--- src/rtl/pipe_reg_chain_pkg.sv ---
// Shared constants and helpers for the pipe_reg_chain register chain.
package pipe_pkg;

   localparam int unsigned DEFAULT_DATA_W = 32;
   localparam int unsigned DEFAULT_STAGES = 4;

   // Bits needed to count 0..stages valid entries.
   function automatic int unsigned occWidth(input int unsigned stages);
      return $clog2(stages + 1);
   endfunction

endpackage

--- src/rtl/pipe_reg_chain_if.sv ---
// Producer/consumer handshake bundle for pipe_reg_chain; slave is the chain's view.
interface pipe_reg_chain_if
   import pipe_pkg::*;
#(
   parameter int unsigned DATA_W = DEFAULT_DATA_W
) ();

   logic              in_valid;
   logic              in_ready;
   logic [DATA_W-1:0] in_data;
   logic              out_valid;
   logic              out_ready;
   logic [DATA_W-1:0] out_data;

   modport master (
      output in_valid, in_data, out_ready,
      input  in_ready, out_valid, out_data
   );

   modport slave (
      input  in_valid, in_data, out_ready,
      output in_ready, out_valid, out_data
   );

endinterface

--- src/rtl/pipe_reg_chain_stage.sv ---
// pipe_stage: one valid/data register with load, flush and hold.
module pipe_stage #(
   parameter int unsigned        DATA_W  = 32,
   parameter logic [DATA_W-1:0]  RST_VAL = '0
) (
   input  logic              clk,
   input  logic              rst,
   input  logic              enter,
   input  logic              leave,
   input  logic              flush,
   input  logic [DATA_W-1:0] dIn,
   output logic              validNext,
   output logic              validQ,
   output logic [DATA_W-1:0] dataQ
);

   // Flush wins over everything, including an item arriving this cycle.
   assign validNext = !flush && (enter || (validQ && !leave));

   always_ff @(posedge clk or posedge rst) begin
      if (rst) begin
         validQ <= 1'b0;
         dataQ  <= RST_VAL;
      end else begin
         validQ <= validNext;
         if (enter && !flush) begin
            dataQ <= dIn;
         end
      end
   end

endmodule

--- src/rtl/pipe_reg_chain.sv ---
// Valid/ready register chain with bubble collapse, global stall and per-stage flush.
// Define PIPE_PERF_CNT_EN to add the stall_cnt/bubble_cnt performance counters.
module pipe_reg_chain
   import pipe_pkg::*;
#(
   parameter int unsigned       DATA_W  = DEFAULT_DATA_W,
   parameter int unsigned       STAGES  = DEFAULT_STAGES,
   parameter logic [DATA_W-1:0] RST_VAL = '0
) (
   input  logic                         clk,
   input  logic                         rst,
   pipe_reg_chain_if.slave              bus,
   input  logic                         stall,
   input  logic [STAGES-1:0]            flush,
   output logic [occWidth(STAGES)-1:0]  occupancy
`ifdef PIPE_PERF_CNT_EN
   ,
   output logic [31:0]                  stall_cnt,
   output logic [31:0]                  bubble_cnt
`endif
);

   localparam int unsigned OCC_W = occWidth(STAGES);

   logic [STAGES-1:0] validQ;
   logic [STAGES-1:0] validNext;
   logic [STAGES-1:0] advance;
   logic [STAGES-1:0] enter;
   logic [DATA_W-1:0] dataQ [STAGES];
   logic              inReady;
   logic [OCC_W-1:0]  occNext;

   // Walk from the output back: a stage may move if the one ahead is empty or moving.
   always_comb begin
      logic canMove;
      advance = '0;
      canMove = bus.out_ready && !stall;
      for (int unsigned k = 0; k < STAGES; k++) begin
         advance[STAGES-1-k] = validQ[STAGES-1-k] && canMove;
         canMove = !stall && (!validQ[STAGES-1-k] || advance[STAGES-1-k]);
      end
      inReady = canMove && !rst;
   end

   for (genvar g = 0; g < STAGES; g++) begin : gStage
      logic [DATA_W-1:0] dIn;

      if (g == 0) begin : gHead
         assign dIn      = bus.in_data;
         assign enter[g] = bus.in_valid && inReady;
      end else begin : gBody
         assign dIn      = dataQ[g-1];
         assign enter[g] = advance[g-1];
      end

      pipe_stage #(
         .DATA_W  (DATA_W),
         .RST_VAL (RST_VAL)
      ) uStage (
         .clk       (clk),
         .rst       (rst),
         .enter     (enter[g]),
         .leave     (advance[g]),
         .flush     (flush[g]),
         .dIn       (dIn),
         .validNext (validNext[g]),
         .validQ    (validQ[g]),
         .dataQ     (dataQ[g])
      );
   end

   assign bus.in_ready  = inReady;
   assign bus.out_valid = validQ[STAGES-1] && !stall;
   assign bus.out_data  = dataQ[STAGES-1];

   // Counting next-state valids keeps the registered count aligned with v.
   always_comb begin
      occNext = '0;
      for (int unsigned k = 0; k < STAGES; k++) begin
         occNext = occNext + OCC_W'(validNext[k]);
      end
   end

   always_ff @(posedge clk or posedge rst) begin
      if (rst) begin
         occupancy <= '0;
      end else begin
         occupancy <= occNext;
      end
   end

`ifdef PIPE_PERF_CNT_EN
   always_ff @(posedge clk or posedge rst) begin
      if (rst) begin
         stall_cnt  <= '0;
         bubble_cnt <= '0;
      end else begin
         if (stall) begin
            stall_cnt <= stall_cnt + 32'd1;
         end
         if (bus.out_ready && !bus.out_valid && !stall) begin
            bubble_cnt <= bubble_cnt + 32'd1;
         end
      end
   end
`endif

endmodule

--- src/flat_wrapper.sv ---
// flat-port wrapper written by rule: the top's interface ports become plain ports
module pipe_reg_chain_flat import pipe_pkg::*;
#(
   parameter int unsigned       DATA_W  = DEFAULT_DATA_W,
   parameter int unsigned       STAGES  = DEFAULT_STAGES,
   parameter logic [DATA_W-1:0] RST_VAL = '0
)
  (clk, rst, stall, flush, occupancy, bus_in_valid, bus_in_data, bus_out_ready, bus_in_ready, bus_out_valid, bus_out_data);
  pipe_reg_chain_if #(.DATA_W(DATA_W)) bus_i ();
  input  logic clk;
  input  logic rst;
  input  logic stall;
  input  logic [STAGES-1:0] flush;
  output logic [occWidth(STAGES)-1:0] occupancy;
  input wire logic [$bits(bus_i.in_valid)-1:0] bus_in_valid;
  input wire logic [$bits(bus_i.in_data)-1:0] bus_in_data;
  input wire logic [$bits(bus_i.out_ready)-1:0] bus_out_ready;
  output wire logic [$bits(bus_i.in_ready)-1:0] bus_in_ready;
  output wire logic [$bits(bus_i.out_valid)-1:0] bus_out_valid;
  output wire logic [$bits(bus_i.out_data)-1:0] bus_out_data;
  assign bus_i.in_valid = bus_in_valid;
  assign bus_i.in_data = bus_in_data;
  assign bus_i.out_ready = bus_out_ready;
  assign bus_in_ready = bus_i.in_ready;
  assign bus_out_valid = bus_i.out_valid;
  assign bus_out_data = bus_i.out_data;
  pipe_reg_chain #(.DATA_W(DATA_W), .STAGES(STAGES), .RST_VAL(RST_VAL)) u_core (.clk(clk), .rst(rst), .bus(bus_i), .stall(stall), .flush(flush), .occupancy(occupancy));
endmodule
--- config.mk ---
export PLATFORM = sky130hd
export DESIGN_NAME = pipe_reg_chain_flat
export DESIGN_NICKNAME = d
export VERILOG_FILES = /design/src/rtl/pipe_reg_chain_pkg.sv /design/src/rtl/pipe_reg_chain_if.sv /design/src/rtl/pipe_reg_chain_stage.sv /design/src/rtl/pipe_reg_chain.sv /design/src/flat_wrapper.sv
export SDC_FILE = /design/constraint.sdc
export NUM_CORES = 1
export LEC_CHECK = 0
export BUFFER_PORTS_ARGS = -buffer_cell sky130_fd_sc_hd__buf_2
export CAP_MARGIN = 20
export CORE_MARGIN = 10
export CORE_UTILIZATION = 26
export DETAILED_ROUTE_END_ITERATION = 12
export GPL_ROUTABILITY_DRIVEN = 0
export GPL_TIMING_DRIVEN = 0
export SLEW_MARGIN = 20
export SYNTH_ARGS = -nofsm -noshare
export SYNTH_HDL_FRONTEND = slang
export SYNTH_SLANG_ARGS = --single-unit
export TNS_END_PERCENT = 5
--- constraint.sdc ---
create_clock -name clk -period 4.75 [get_ports clk]
set_clock_uncertainty 0.05 [all_clocks]
set_input_delay 0.475 -clock clk [delete_from_list [all_inputs] [get_ports clk]]
set_output_delay 0.475 -clock clk [all_outputs]
set_load 0.1 [all_outputs]
# --- After elaboration in Yosys (flattened, before gate mapping) ---
# Index checks and enable logic that the tools add are counted.
word_totals:
  n_memories: 0
  rom_bits: 0
  ram_bits: 0
  input_bits: 41
  ff_bits: 135
  latch_bits: 0
classes:
  n_div: 0
  reduce_logical: 46
  mux: 0
  eq_ne: 0
  n_mul: 0
  bitwise: 0
  shifts: 0
  n_addsub: 3
  magnitude_cmp: 0
op_table:
  columns: ["operator", "count"]
  rows:
  - ["$logic_and 1x1->1", 24]
  - ["$logic_not 1->1", 14]
  - ["$logic_or 1x1->1", 8]
  - ["$add 3x1->3", 2]
  - ["$add 1x1->2", 1]

# --- Longest topological paths before layout ---
# Gate-level depths: netlist of the first run.
depth:
  depth_word: 21
  depth_mapped: 7
  mapped_depth_nobuf: 6

# --- Hierarchy ---
# From an unflattened synthesis of the first run, not the netlist that was laid out.
unflattened:
  cells_unflattened: 319
  hier_area_um2: 5854.4
by_module_without_submodules:
  columns: ["mod", "cells_per_inst", "instances", "area_each_um2"]
  rows:
  - ["pipe_stage", 74, 4, 1402.6]
  - ["pipe_reg_chain", 23, 1, 244.0]

# --- Worst setup path after synthesis of the first run ---
# Ideal clock, no wire load.
synth_timing:
  kind: "in2out"
  start: "input bus_out_ready"
  end: "output bus_in_ready"
  arrival_time_ps: 2942
  setup_slack_ps: 1283
  required_ps: 4225
  path_buffers: 0
  stages: 2
  cell_sequence: "and4b_4 -> a211oi_1"
synth_between:
  elab_chain_cells: 14
synth_rtl:
  columns: ["item", "line", "rtl"]
  rows:
  - ["start: declaration", "flat_wrapper.sv:17", "input wire logic [$bits(bus_i.out_ready)-1:0] bus_out_ready;"]
  - ["$logic_and 1x1->1", "pipe_reg_chain.sv:37", "canMove = bus.out_ready && !stall;"]
  - ["$logic_and 1x1->1", "pipe_reg_chain.sv:39", "advance[STAGES-1-k] = validQ[STAGES-1-k] && canMove;"]
  - ["$logic_or 1x1->1", "pipe_reg_chain.sv:40", "canMove = !stall && (!validQ[STAGES-1-k] || advance[STAGES-1-k]);"]
  - ["$logic_and 1x1->1", "pipe_reg_chain.sv:40", null]
  - ["$logic_and 1x1->1", "pipe_reg_chain.sv:39", null]
  - ["$logic_or 1x1->1", "pipe_reg_chain.sv:40", null]
  - ["$logic_and 1x1->1", "pipe_reg_chain.sv:40", null]
  - ["$logic_and 1x1->1", "pipe_reg_chain.sv:39", null]
  - ["$logic_or 1x1->1", "pipe_reg_chain.sv:40", null]
  - ["$logic_and 1x1->1", "pipe_reg_chain.sv:40", null]
  - ["$logic_and 1x1->1", "pipe_reg_chain.sv:39", null]
  - ["$logic_or 1x1->1", "pipe_reg_chain.sv:40", null]
  - ["$logic_and 1x1->1", "pipe_reg_chain.sv:40", null]
  - ["$logic_and 1x1->1", "pipe_reg_chain.sv:42", "inReady = canMove && !rst;"]
  - ["end: declaration", "flat_wrapper.sv:18", "output wire logic [$bits(bus_i.in_ready)-1:0] bus_in_ready;"]
# No other way between the ends.

# --- Worst setup path in the final report of the first run ---
layout_timing:
  start: "register u_core.gStage[2].uStage.validQ"
  end: "output bus_in_ready"
layout_between:
  elab_chain_cells: 10
layout_rtl:
  columns: ["item", "line", "rtl"]
  rows:
  - ["start: declaration", "pipe_reg_chain_stage.sv:13", "output logic validQ,"]
  - ["start signal: assignment", "pipe_reg_chain_stage.sv:25", "validQ <= validNext;"]
  - ["$logic_not 1->1 or $logic_and 1x1->1 (tied branches)", "pipe_reg_chain.sv:40, pipe_reg_chain.sv:39", null]
  - ["$logic_or 1x1->1 *", "pipe_reg_chain.sv:40", null]
  - ["$logic_and 1x1->1 *", "pipe_reg_chain.sv:40", null]
  - ["$logic_and 1x1->1 *", "pipe_reg_chain.sv:39", null]
  - ["$logic_or 1x1->1 *", "pipe_reg_chain.sv:40", null]
  - ["$logic_and 1x1->1 *", "pipe_reg_chain.sv:40", null]
  - ["$logic_and 1x1->1 *", "pipe_reg_chain.sv:39", null]
  - ["$logic_or 1x1->1 *", "pipe_reg_chain.sv:40", null]
  - ["$logic_and 1x1->1 *", "pipe_reg_chain.sv:40", null]
  - ["$logic_and 1x1->1 *", "pipe_reg_chain.sv:42", null]
# Mark *: on every way between the ends. The rest lies on a longest branch, timed or not.

==> results of run 1 <==
-- per-stage QoR --
stage	TNS, ns	utilization [%]
final	0	32.8
after detailed placement	0	30.2
after global placement	-116.18	30.0
after floorplan	0	-
after global routing	0	32.8
after CTS	0	32.8
-- power by group through the flow --
stage	registers, mW	clock network, mW	logic [mW]
after CTS	1.30	1.26	0.180
after floorplan	1.30	0	0.136
after detailed placement	1.32	0	0.179
after global placement	1.31	0	0.167
after global routing	1.31	1.31	0.193
final	1.30	1.21	0.174
-- worst min path at each step --
stage                                                             start                                             to  slack (ns)  cells after the start
after floorplan           u_core.gStage[0].uStage.dataQ[30]$_DFFE_PP0P_  u_core.gStage[1].uStage.dataQ[30]$_DFFE_PP0P_        0.42                      1
after global placement    u_core.gStage[0].uStage.dataQ[26]$_DFFE_PP0P_  u_core.gStage[1].uStage.dataQ[26]$_DFFE_PP0P_        0.43                      1
after detailed placement  u_core.gStage[0].uStage.dataQ[11]$_DFFE_PP0P_  u_core.gStage[1].uStage.dataQ[11]$_DFFE_PP0P_        0.44                      1
after CTS                                                           rst  u_core.gStage[2].uStage.dataQ[28]$_DFFE_PP0P_        0.10                      2
after global routing                                                rst  u_core.gStage[2].uStage.dataQ[28]$_DFFE_PP0P_        0.13                      2
final                                                               rst  u_core.gStage[1].uStage.dataQ[28]$_DFFE_PP0P_        0.08                      2
-- routing by layer --
| metal | GRT usage, % | part of all wire (%) |
|---|---|---|
| met1 | 9.24 | 44 |
| met2 | 13.0 | 51 |
| met3 | 2.78 | 3.6 |
| met4 | 3.32 | 1.6 |
| met5 | 0 | 0 |
-- worst register-to-register path, stage by stage, from the launching register on --
cell	delay, ns
dfrtp_1	0.40
and4b_4	0.28
nor3_1	0.05
nor3_1	0.30
ha_1	0.31
fa_1	0.37
ha_1	0.28
-- sequential cells by signal (all words and copies together) (netlist names) --
signal / flops
u_core.gStage.uStage.dataQ: 128
u_core.gStage.uStage.validQ: 4
u_core.occupancy: 3
-- kinds of logic after synthesis --
family                     count (synthesis)  share of synthesized area (%)
DFF                                      135                           60.3
and+or+nand+nor                           14                           2.08
AOI/OAI and AO/OA                          8                          0.848
muxes                                    128                           31.7
adders and majority gates                  3                          0.803
buffers and inverters                     18                           4.28
-- area by class of cell --
| cell class | instances | area, sq um |
|---|---|---|
| multi-input cells | 153 | 1990 |
| plain buffers | 16 | 233 |
| fillers | 2039 | 14200 |
| repair buffers | 77 | 408 |
| inverters | 2 | 15.0 |
| clock inverters | 11 | 103 |
| clock buffers | 19 | 453 |
| flip-flops and latches | 135 | 3380 |
| well taps | 275 | 344 |
-- placed cells by master (no fill, tap or decap), types with 2 or more instances in the layout --
cell	synthesis	layout
nor3_1	2	2
clkinvlp_4	0	3
nand2b_1	2	2
dfrtp_1	135	135
or3_1	3	3
mux2_2	38	38
a21oi_1	3	3
clkinv_4	0	3
o21ai_0	3	3
buf_12	6	6
clkbuf_16	0	17
buf_2	0	76
clkinv_2	0	3
buf_6	10	10
clkbuf_8	0	2
mux2_4	90	90
ha_1	2	2
==> results.sh, run 1 <==
export IMPL_outcome="finished clean"
export IMPL_detail_route_wl_per_cell_microns=15.4
export IMPL_synth_fp_nets=350
export IMPL_port_buffers=76
export IMPL_via_per_inst=3.93
export IMPL_critPathTopFamily="buffers and inverters"
export IMPL_grt_pass1_vias=3133
export IMPL_hold_viol=0
export IMPL_ys_top_cells_by_area="dfrtp_1 60%, mux2_4 24%, mux2_2 7.6%"
export IMPL_grt_pass1_wl_microns=17500
export IMPL_antenna_found_initial=1
export IMPL_first_iter_violations=137
export IMPL_crit_type="reg -> out"
export IMPL_drc_errors=0
export IMPL_fin_crit_sh_pct=49.8
export IMPL_clockPowerShare_pct=45.2
export IMPL_ir_worst_vdd_uv=222
export IMPL_synth_top_area_share_pct=60.3
export IMPL_async_reset_ff_share_pct=100
export IMPL_crit_buf_inv=1
export IMPL_dp_slack_ns=2.28
export IMPL_first_pass_iters=3
export IMPL_dieWidth_microns=167
export IMPL_post_synth_top_area_cell="dfrtp_1"
export IMPL_via_count=2706
export IMPL_clockRootBuffer="clkbuf_16"
export IMPL_combPwrFrac_pct=6.5
export IMPL_clock_fmax_ghz=0.422
export IMPL_antenna_cells=0
export IMPL_syn_area_sq_mm=0.00561
export IMPL_cp_endpoint="bus_in_ready"
export IMPL_cp_slowest_cell="buf_2"
export IMPL_power_leakage_nw=3.70
export IMPL_clk_pin_slew_ns=0.05
export IMPL_path_depth=3
export IMPL_cts_tree="done"
export IMPL_synth_area_per_cell_sq_um=18.3
export IMPL_wirelength_microns=10600
export IMPL_post_synth_top_count_cell="dfrtp_1"
export IMPL_setup_violations=0
export IMPL_final_cell_count_no_fill=688
export IMPL_ys_types=22
export IMPL_yosysSeqAreaShare_pct=60.3
export IMPL_post_dp_hpwl_microns=7880
export IMPL_syn_to_final_growth_pct=23.5
export IMPL_hold_ws_ns=0.0817
export IMPL_grt_usage_pct=7.95
export IMPL_cap_violations=0
export IMPL_intPower_mw=2.10
export IMPL_finalCriticalPeriod_ns=2.37
export IMPL_cts_buffer_depth=2
export IMPL_ios=78
export IMPL_required_ns=4.22
export IMPL_cts_buffers=17
export IMPL_start_util_pct=26.6
export IMPL_cts_resized=0
export IMPL_start_kind="register"
export IMPL_synthFlopType="dfrtp_1"
export IMPL_placed_area_sq_mm=0.00637
export IMPL_grt_ovfl_total=0
export IMPL_cts_htree_levels=4
export IMPL_drive_above_1_share_pct=62.2
export IMPL_synth_commonest_cells="135 x dfrtp_1, 90 x mux2_4, 38 x mux2_2, 10 x buf_6, 6 x buf_12"
export IMPL_r2r_start="u_core.gStage[2].uStage.validQ$_DFF_PP0_"
export IMPL_slew_violations=0
export IMPL_startpoint="u_core.gStage[2].uStage.validQ$_DFF_PP0_"
export IMPL_rows=53
export IMPL_final_design_area_no_fill_sq_mm=0.00692
export IMPL_seq_power_share_pct=48.3
export IMPL_cp_cell_sequence="and4b_4 > a211oi_1 > buf_2"
export IMPL_synth_seq_cells=135
export IMPL_synth_edf_count=0
export IMPL_reg2regPathDepth=6
export IMPL_die_area_sq_mm=0.0278
export IMPL_dp_cells=658
export IMPL_tightest_slew_ns=0.517
export IMPL_ant_nets=0
export IMPL_crit_path_end_kind="output pin"
export IMPL_arrival_ns=1.84
export IMPL_reg2reg_slack_ns=2.60
export IMPL_power_switching_mw=0.587
export IMPL_holdCritPathClass="in -> async"
export IMPL_core_area_sq_mm=0.0211
export IMPL_clock_sinks=135
export IMPL_path_max_fanout=4
export IMPL_grt_setup_unrepaired="no"
export IMPL_fin_nets=446
export IMPL_powerDensity_mw_per_mm2=388
export IMPL_syn_inst=306
export IMPL_clkLatencyLatePin_ns=0.40
export IMPL_cpPeakStageDelay_ns=0.49
export IMPL_ys_warn_count=0
export IMPL_switching_share_pct=21.9
export IMPL_critical_path_reg2reg_endpoint="u_core.occupancy[1]$_DFF_PP0_"
export IMPL_maxSlewHeadroom_pct=65.8
export IMPL_worst_slack_ns=2.38
export IMPL_grt_max_degree=71
export IMPL_holdBufCountCts=0
export IMPL_cts_setup_buffers=0
export IMPL_finalPower_mw=2.69
export IMPL_die_h_microns=167
Note: power is estimated with default switching activity, not from simulation.
==> inputs of run 2 (changes only) <==
==> constraint.sdc (replaced) <==
create_clock -name clk -period 2.2 [get_ports clk]
set_clock_uncertainty 0.05 [all_clocks]
set_input_delay 0.22 -clock clk [delete_from_list [all_inputs] [get_ports clk]]
set_output_delay 0.22 -clock clk [all_outputs]
set_load 0.1 [all_outputs]
==> run 2 against run 1 <==
  * Count of clock-buffer cells in the layout is 1 lower
  * Sequential cell count stayed put
  * Utilization is 2.0 points higher
  * Power increased by 120%
  * Clock power increased by 130%
  * Hold slack got worse by 0.071 ns
  * Routed wire length rose by 7.2%
  * Sequential share of layout area fell by 2.8 points
  * Register-to-register slack worse by 2.4 ns
  * Via count increased by 7.5%
  * Non-clock buffer count rose by 36
  * Critical endpoint is now u_core.occupancy[1]$_DFF_PP0_
==> results.sh, run 2 (synthesized netlist as in run 1, its figures left out) <==
export IMPL_tightest_slew_ns=0.628
export IMPL_largest_reg_flops=128
export IMPL_post_dp_hpwl_microns=8190
export IMPL_fin_crit_sh_pct=92.8
export IMPL_combPwrFrac_pct=7.3
export IMPL_wirelength_microns=11400
export IMPL_crit_type="reg -> reg"
export IMPL_cts_tree="done"
export IMPL_setup_violations=0
export IMPL_start_kind="register"
export IMPL_die_area_sq_mm=0.0278
export IMPL_cts_setup_buffers=0
export IMPL_outcome="finished clean"
export IMPL_grt_pass1_wl_microns=18700
export IMPL_die_h_microns=167
export IMPL_intPower_mw=4.65
export IMPL_arrival_ns=2.28
export IMPL_first_pass_iters=3
export IMPL_dp_cells=661
export IMPL_via_count=2908
export IMPL_grt_max_degree=33
export IMPL_port_buffers=76
export IMPL_power_switching_mw=1.35
export IMPL_slew_violations=0
export IMPL_drc_errors=0
export IMPL_largest_register="u_core.gStage.uStage.dataQ"
export IMPL_clock_fmax_ghz=0.490
export IMPL_cts_buffers=17
export IMPL_multi_input_area_sq_mm=0.00200
export IMPL_top_regs="u_core.gStage.uStage.dataQ x128, u_core.gStage.uStage.validQ x4, u_core.occupancy x3"
export IMPL_via_per_inst=4.01
export IMPL_antenna_found_initial=0
export IMPL_holdCritPathClass="in -> reg"
export IMPL_hold_ws_ns=0.0111
export IMPL_crit_path_end_kind="register"
export IMPL_cts_buffer_depth=2
export IMPL_final_util_pct=34.8
export IMPL_dieWidth_microns=167
export IMPL_hold_viol=0
export IMPL_clkLatencyLatePin_ns=0.41
export IMPL_final_design_area_no_fill_sq_mm=0.00734
export IMPL_clockRootBuffer="clkbuf_16"
export IMPL_seq_power_share_pct=46.7
export IMPL_ir_worst_vdd_uv=486
export IMPL_clk_pin_slew_ns=0.06
export IMPL_ant_nets=0
export IMPL_final_cell_count_no_fill=726
export IMPL_final_cell_mix="135 x dfrtp_1, 90 x mux2_4, 75 x buf_2"
export IMPL_powerDensity_mw_per_mm2=817
export IMPL_grt_setup_unrepaired="no"
export IMPL_syn_to_final_growth_pct=31.0
export IMPL_cts_htree_levels=4
export IMPL_antenna_cells=0
export IMPL_first_iter_violations=58
export IMPL_start_util_pct=26.6
export IMPL_ios=78
export IMPL_grt_pass1_vias=3308
export IMPL_nFillCells=2027
export IMPL_required_ns=2.44
export IMPL_power_leakage_nw=3.88
export IMPL_drive_above_1_share_pct=58.3
export IMPL_fin_nets=482
export IMPL_placed_area_sq_mm=0.00642
export IMPL_switching_share_pct=22.5
export IMPL_ff_latch_area_sq_mm=0.00338
export IMPL_core_area_sq_mm=0.0211
export IMPL_grt_ovfl_total=0
export IMPL_final_common_cell="dfrtp_1"
export IMPL_path_max_fanout=4
export IMPL_maxSlewHeadroom_pct=58.1
export IMPL_detail_route_wl_per_cell_microns=15.6
export IMPL_finalPower_mw=6.00
export IMPL_clockPowerShare_pct=46.0
export IMPL_clock_sinks=135
export IMPL_finalCriticalPeriod_ns=2.04
export IMPL_grt_usage_pct=8.45
export IMPL_cap_violations=0
export IMPL_rows=53
run 2: final timing paths:
check / from / endpoint / slack [ns] / cells after the start
max in group asynchronous: rst / u_core.gStage[0].uStage.dataQ[12]$_DFFE_PP0P_ / 0.83 / 5
worst min register to register: u_core.gStage[0].uStage.dataQ[30]$_DFFE_PP0P_ / u_core.gStage[0].uStage.dataQ[30]$_DFFE_PP0P_ / 0.45 / 1
worst max-delay path: u_core.gStage[2].uStage.validQ$_DFF_PP0_ / u_core.occupancy[1]$_DFF_PP0_ / 0.16 / 6
worst min-delay path: bus_in_data[10] / u_core.gStage[0].uStage.dataQ[10]$_DFFE_PP0P_ / 0.01 / 2
min in group asynchronous: rst / u_core.gStage[0].uStage.dataQ[10]$_DFFE_PP0P_ / 0.48 / 3
worst max register to register: u_core.gStage[2].uStage.validQ$_DFF_PP0_ / u_core.occupancy[1]$_DFF_PP0_ / 0.16 / 6
run 2: final cells by class:
type                            instances  area share, %
Clock buffer                           18           5.84
Multi-Input combinational cell        153           27.2
Sequential cell                       135           46.0
Tap cell                              275           4.68
Buffer                                 16           3.17
Timing Repair Buffer                  113           10.9
Clock inverter                         14           2.04
Inverter                                2          0.153
run 2: per-stage QoR:
step	worst slack (ns)	setup TNS, ns
final	0.159	0
after global routing	0.0473	0
after CTS	0.0315	0
after detailed placement	-0.00891	-0.00891
after global placement	-0.602	-80.18
after floorplan	-0.949	-0.949
run 2: timing repair:
action / in CTS / in global routing
gates resized for setup: 1 / 2
endpoints found under the hold margin: 53 / 0
hold buffers: 33 / 0
endpoints found under the setup margin: 1 / 1
run 2: power groups by stage:
stage / registers (mW) / logic, mW / clock network [mW]
floorplan: 2.81 / 0.294 / 0
global placement: 2.83 / 0.362 / 0
detailed placement: 2.85 / 0.401 / 0
CTS: 2.80 / 0.450 / 2.84
global route: 2.83 / 0.481 / 2.95
finish: 2.80 / 0.439 / 2.76
run 2: critical path, cell delays in order, from the launching register on:
cell,delay (ns)
dfrtp_1,0.39
and4b_4,0.29
nor3_2,0.05
nor3_2,0.22
ha_1,0.28
fa_1,0.37
ha_1,0.28
run 2: per-layer routing:
layer | GRT usage [%] | wire, microns | share of wire (%)
met5 | 0 | 0 | 0
met4 | 3.47 | 242 | 2.1
met3 | 3.04 | 477 | 4.2
met2 | 13.5 | 5630 | 50
met1 | 10.1 | 5010 | 44
